[src/rtl/serial_adder_ctrl.sv]
`timescale 1ns/1ps
// Multi-precision add/subtract sequencer: one 4-bit ripple adder,
// one slice per clock LSB first, carry registered between slices.

module RippleCarryAdder4bit (
  input  logic [3:0] a,
  input  logic [3:0] b,
  input  logic       cin,
  output logic [3:0] sum,
  output logic       cout
);

  logic [4:0] c;

  always_comb begin
    c    = '0;
    sum  = '0;
    c[0] = cin;
    for (int i = 0; i < 4; i++) begin
      sum[i]   = a[i] ^ b[i] ^ c[i];
      c[i+1]   = (a[i] & b[i]) | (c[i] & (a[i] ^ b[i]));
    end
  end

  assign cout = c[4];

endmodule

module serial_adder_ctrl #(
  parameter int WIDTH = 16
) (
  input  logic             clk,
  input  logic             rst_n,
  input  logic             in_valid,
  output logic             in_ready,
  input  logic [WIDTH-1:0] a,
  input  logic [WIDTH-1:0] b,
  input  logic             c_in,
  input  logic             sub,
  output logic             out_valid,
  input  logic             out_ready,
  output logic [WIDTH-1:0] sum,
  output logic             c_out,
  output logic             overflow,
  output logic             busy
);

  localparam int NSLICE = WIDTH / 4;
  localparam int IW     = (NSLICE > 1) ? $clog2(NSLICE) : 1;
  localparam logic [IW-1:0] LAST = IW'(NSLICE - 1);

  typedef enum logic [1:0] {
    S_IDLE,
    S_RUN,
    S_DONE
  } state_e;

  state_e           state_q, state_d;
  logic [IW-1:0]    idx_q, idx_d;
  logic             carry_q, carry_d;
  logic [WIDTH-1:0] a_q, a_d;
  logic [WIDTH-1:0] b_q, b_d;
  logic [WIDTH-1:0] sum_q, sum_d;
  logic             cout_q, cout_d;
  logic             ovf_q, ovf_d;

  logic [3:0] sl_a;
  logic [3:0] sl_b;
  logic [3:0] sl_s;
  logic       sl_c;
  logic       accept;

  assign sl_a = a_q[{idx_q, 2'b00} +: 4];
  assign sl_b = b_q[{idx_q, 2'b00} +: 4];

  RippleCarryAdder4bit u_add (
    .a    (sl_a),
    .b    (sl_b),
    .cin  (carry_q),
    .sum  (sl_s),
    .cout (sl_c)
  );

  assign in_ready  = rst_n && (state_q == S_IDLE);
  assign accept    = in_valid && in_ready;
  assign out_valid = (state_q == S_DONE);
  assign busy      = (state_q != S_IDLE);
  assign sum       = sum_q;
  assign c_out     = cout_q;
  assign overflow  = ovf_q;

  always_comb begin
    state_d = state_q;
    idx_d   = idx_q;
    carry_d = carry_q;
    a_d     = a_q;
    b_d     = b_q;
    sum_d   = sum_q;
    cout_d  = cout_q;
    ovf_d   = ovf_q;
    unique case (state_q)
      S_IDLE: begin
        if (accept) begin
          a_d     = a;
          b_d     = sub ? ~b : b;
          carry_d = sub ? 1'b1 : c_in;
          idx_d   = '0;
          state_d = S_RUN;
        end
      end
      S_RUN: begin
        sum_d[{idx_q, 2'b00} +: 4] = sl_s;
        carry_d = sl_c;
        if (idx_q == LAST) begin
          // sl_s[3] is the final result MSB
          cout_d  = sl_c;
          ovf_d   = (a_q[WIDTH-1] == b_q[WIDTH-1])
                 && (sl_s[3] != a_q[WIDTH-1]);
          idx_d   = '0;
          state_d = S_DONE;
        end else begin
          idx_d = idx_q + 1'b1;
        end
      end
      S_DONE: begin
        if (out_ready) state_d = S_IDLE;
      end
      default: state_d = S_IDLE;
    endcase
  end

  always_ff @(posedge clk or negedge rst_n) begin
    if (!rst_n) begin
      state_q <= S_IDLE;
      idx_q   <= '0;
      carry_q <= 1'b0;
      a_q     <= '0;
      b_q     <= '0;
      sum_q   <= '0;
      cout_q  <= 1'b0;
      ovf_q   <= 1'b0;
    end else begin
      state_q <= state_d;
      idx_q   <= idx_d;
      carry_q <= carry_d;
      a_q     <= a_d;
      b_q     <= b_d;
      sum_q   <= sum_d;
      cout_q  <= cout_d;
      ovf_q   <= ovf_d;
    end
  end

endmodule

[config.mk]
export PLATFORM = sky130hd
export DESIGN_NAME = serial_adder_ctrl
export DESIGN_NICKNAME = d
export VERILOG_FILES = /design/src/rtl/serial_adder_ctrl.sv
export SDC_FILE = /design/constraint.sdc
export NUM_CORES = 1
export LEC_CHECK = 0
export ABC_AREA = 1
export CAP_MARGIN = 20
export CORE_MARGIN = 2
export CORE_UTILIZATION = 32
export CTS_CLUSTER_SIZE = 24
export DETAILED_ROUTE_END_ITERATION = 10
export PLACE_DENSITY = 0.64
export RECOVER_POWER = 25
export SLEW_MARGIN = 20
export SYNTH_ARGS = -nofsm -noshare
export SYNTH_HDL_FRONTEND = slang
export SYNTH_SLANG_ARGS = --single-unit
[constraint.sdc]
create_clock -name clk -period 4.05 [get_ports clk]
set_input_delay 1.0125 -clock clk [delete_from_list [all_inputs] [get_ports clk]]
set_output_delay 1.0125 -clock clk [all_outputs]
set_load 0.02 [all_outputs]
==> key figures <==
Run status
  – Status: completed

Critical path
  – Worst Path Required: 4.25 ns
  – Worst r2r src: idx_q[1]$_DFFE_PN0P_
  – CP arrival: 3.29 ns
  – Setup crit start: idx_q[1]$_DFFE_PN0P_
  – Crit path launch type: flop
  – Slowest cell on crit path: dfrtp_1
  – Worst path most repeated cell: inv_1
  – CP cell instances: inv_1, nand3_1, nand2_1, fa_1, inv_1, fa_1, inv_1, fa_1, inv_1, fa_1, inv_1, nor2_1, nand3_1, o21ai_0
  – CP Class: reg2reg
  – Max incr delay on CP: 0.57 ns
  – Worst setup EP type: flop
  – Critical path fanouts, max: 13

Layout
  – Fin area: 3580 um^2
  – Share of layout cells above drive strength 1: 0.0431
  – Most common cell after layout, fill and taps aside: nand2_1
  – Antenna Cells: 0
  – Final Util: 0.414
  – FILL cells: 892
  – Layout net count: 441
  – Syn-to-layout area delta: 26.6%
  – Most frequent cells in the layout: nand2_1, clkdlybuf4s50_1, dfrtp_1

STA
  – RSZ-0062 raised after global routing: false
  – Period minus WS final: 3.09 ns
  – Final WS setup: 0.961 ns
  – Clock skew: 0.0125 ns
  – Setup violations, final: 0
  – Worst-Margin Slew: 1.34 ns
  – Max-slew violation count: 0
  – Final worst-path cycle share: 0.763
  – Slew headroom: 0.104
  – Fin Setup TNS: 0 ns
  – Hold violation total from the final report: 0
  – Fmax: 0.324 GHz

Synth
  – Yosys reg bits: 55
  – Post-Syn Area: 2830 um^2
  – Post-Syn Nets: 390
  – Post-synth EDFFs: 0
  – Ys async rst share: 1.00
  – Mapped Cells: 342
  – Yosys cell types: 24
  – Ys Warns: 0
  – Syn_area_per_cell: 8.26 um^2
  – Seq/Total Area, Yosys: 0.487
  – Synth Flop Type: dfrtp_1

Power
  – Pwr Density: 765 nW/um^2
  – Power, Total: 2.73 mW
  – Worst IR Drop VDD: 291 uV
  – Leakage: 1.68 nW

Global routing
  – Number of global-route vias before repair: 2,298
  – Remaining Overflow, GRT: 0
  – Initial antenna violation count: 0
  – Pin count of the biggest net entering global routing: 70
  – Overall Global Routing Usage: 0.127
  – First-pass GRT wire length: 10,200 um

Route
  – Pre-antenna DRT Iters: 4
  – WL final: 5880 um
  – Post-route ant nets: 0
  – Vias per cell: 4.43
  – Mean routed wirelength per cell: 11.7 um
  – DRT iter0 DRCs: 102
  – Vias: 2,226
  – Post-route DRC: 0

Clocking
  – TritonCTS clock tree: built
  – CTS max path bufs: 2
  – Setup Fix Bufs, Post-CTS: 0
  – CTS root buffer: clkbuf_8
  – Hold_buf cts: 0
  – CTS Buf Count: 5
  – CTS Sinks: 55
  – Post_cts resized: 0
  – Later-pin clock latency in the skew report: 0.31 ns
  – Htree depth: 2
  – Clk pin slew, worst setup/hold paths: 0.10 ns

Placement
  – Dpl ws: 0.987 ns
  – Final Wtd Congestion: 0.890
  – Port Buffers: 58
  – Placed instance area: 3460 um^2
  – Hpwl dp: 4390 um

Floorplan
  – DIE AREA: 9600 um^2
  – Cell Rows: 34
  – Initial Util: 0.327
  – IO Pins: 59
  – Die Ht: 98.0 um
  – Core Region: 8640 um^2
  – Die width: 98.0 um

Worst hold path
  – Hold Startpoint: sum[4]$_DFFE_PN0P_
  – HP Class: reg2reg

Run
  – Max cap viols: 0
per-layer routing:
metal  vias to the layer above  track usage  routed length (um)
met5                         -            0                   0
met4                         0       0.0331                  30
met3                         6       0.0286                 299
met2                        56        0.218                2760
met1                       987        0.164                2790
li1                       1177            -                   -
registers in the layout, summed over array words and instances (netlist names):
name      flops
a_q          16
b_q          16
sum          16
idx_q         2
state_q       2
c_out         1
carry_q       1
overflow      1
synth_stat cells, types with 2 or more instances:
master	number	share of area
nand2_1	97	0.13
dfrtp_1	55	0.49
o21ai_0	43	0.076
inv_1	36	0.048
nand3_1	27	0.048
nor2_1	18	0.024
xnor2_1	16	0.050
buf_2	11	0.019
o21ai_1	10	0.018
ha_1	6	0.027
fa_1	4	0.028
buf_4	2	0.0053
clkbuf_1	2	0.0027
nand3b_1	2	0.0053
nor2_2	2	0.0044
nor3_1	2	0.0035
o211ai_1	2	0.0053
area by class of cell:
class / count / area, um^2 / area share
Timing Repair Buffer: 61 / 594 / 0.166
Tap cell: 108 / 135 / 0.0378
Clock inverter: 2 / 35.0 / 0.00979
Clock buffer: 6 / 82.6 / 0.0231
Sequential cell: 55 / 1380 / 0.385
Multi-Input combinational cell: 233 / 1210 / 0.340
Inverter: 37 / 139 / 0.0388
report_power, final:
part           switching, mW  internal (mW)
Combinational          0.860          0.561
Sequential             0.157          0.779
Clock                  0.178          0.200
worst max-delay path, delay by kind of cell (launching register included):
family | cells | cell delay [ns]
DFF | 1 | 0.57
AOI/OAI and AO/OA | 1 | 0.08
buffers and inverters | 5 | 0.62
adders and majority gates | 4 | 1.35
and+or+nand+nor | 4 | 0.37
stage by stage:
step	std cells	hold slack, ns
6_report	502	0.491
5_1_grt	502	0.527
4_1_cts	502	0.495
3_5_place_dp	494	0.470
3_3_place_gp	494	0.469
2_1_floorplan	342	0.448
kinds of logic after synthesis:
family / Yosys count / share of synthesized area
flops: 55 / 0.487
simple gates: 151 / 0.224
fa+ha+maj: 10 / 0.0549
compound gates: 56 / 0.102
buf+inv: 54 / 0.0832
xor+xnor: 16 / 0.0496
worst paths after layout:
kind | endpoint | depth (start not counted) | slack (ns)
worst max-delay path | sum[7]$_DFFE_PN0P_ | 14 | 0.96
worst min-delay path | sum[4]$_DFFE_PN0P_ | 2 | 0.49
worst max register to register | sum[7]$_DFFE_PN0P_ | 14 | 0.96
worst min register to register | sum[4]$_DFFE_PN0P_ | 2 | 0.49
max in group asynchronous | sum[1]$_DFFE_PN0P_ | 2 | 2.11
min in group asynchronous | a_q[13]$_DFFE_PN0P_ | 2 | 1.14
No activity file was read; power rests on OpenSTA's default activity.
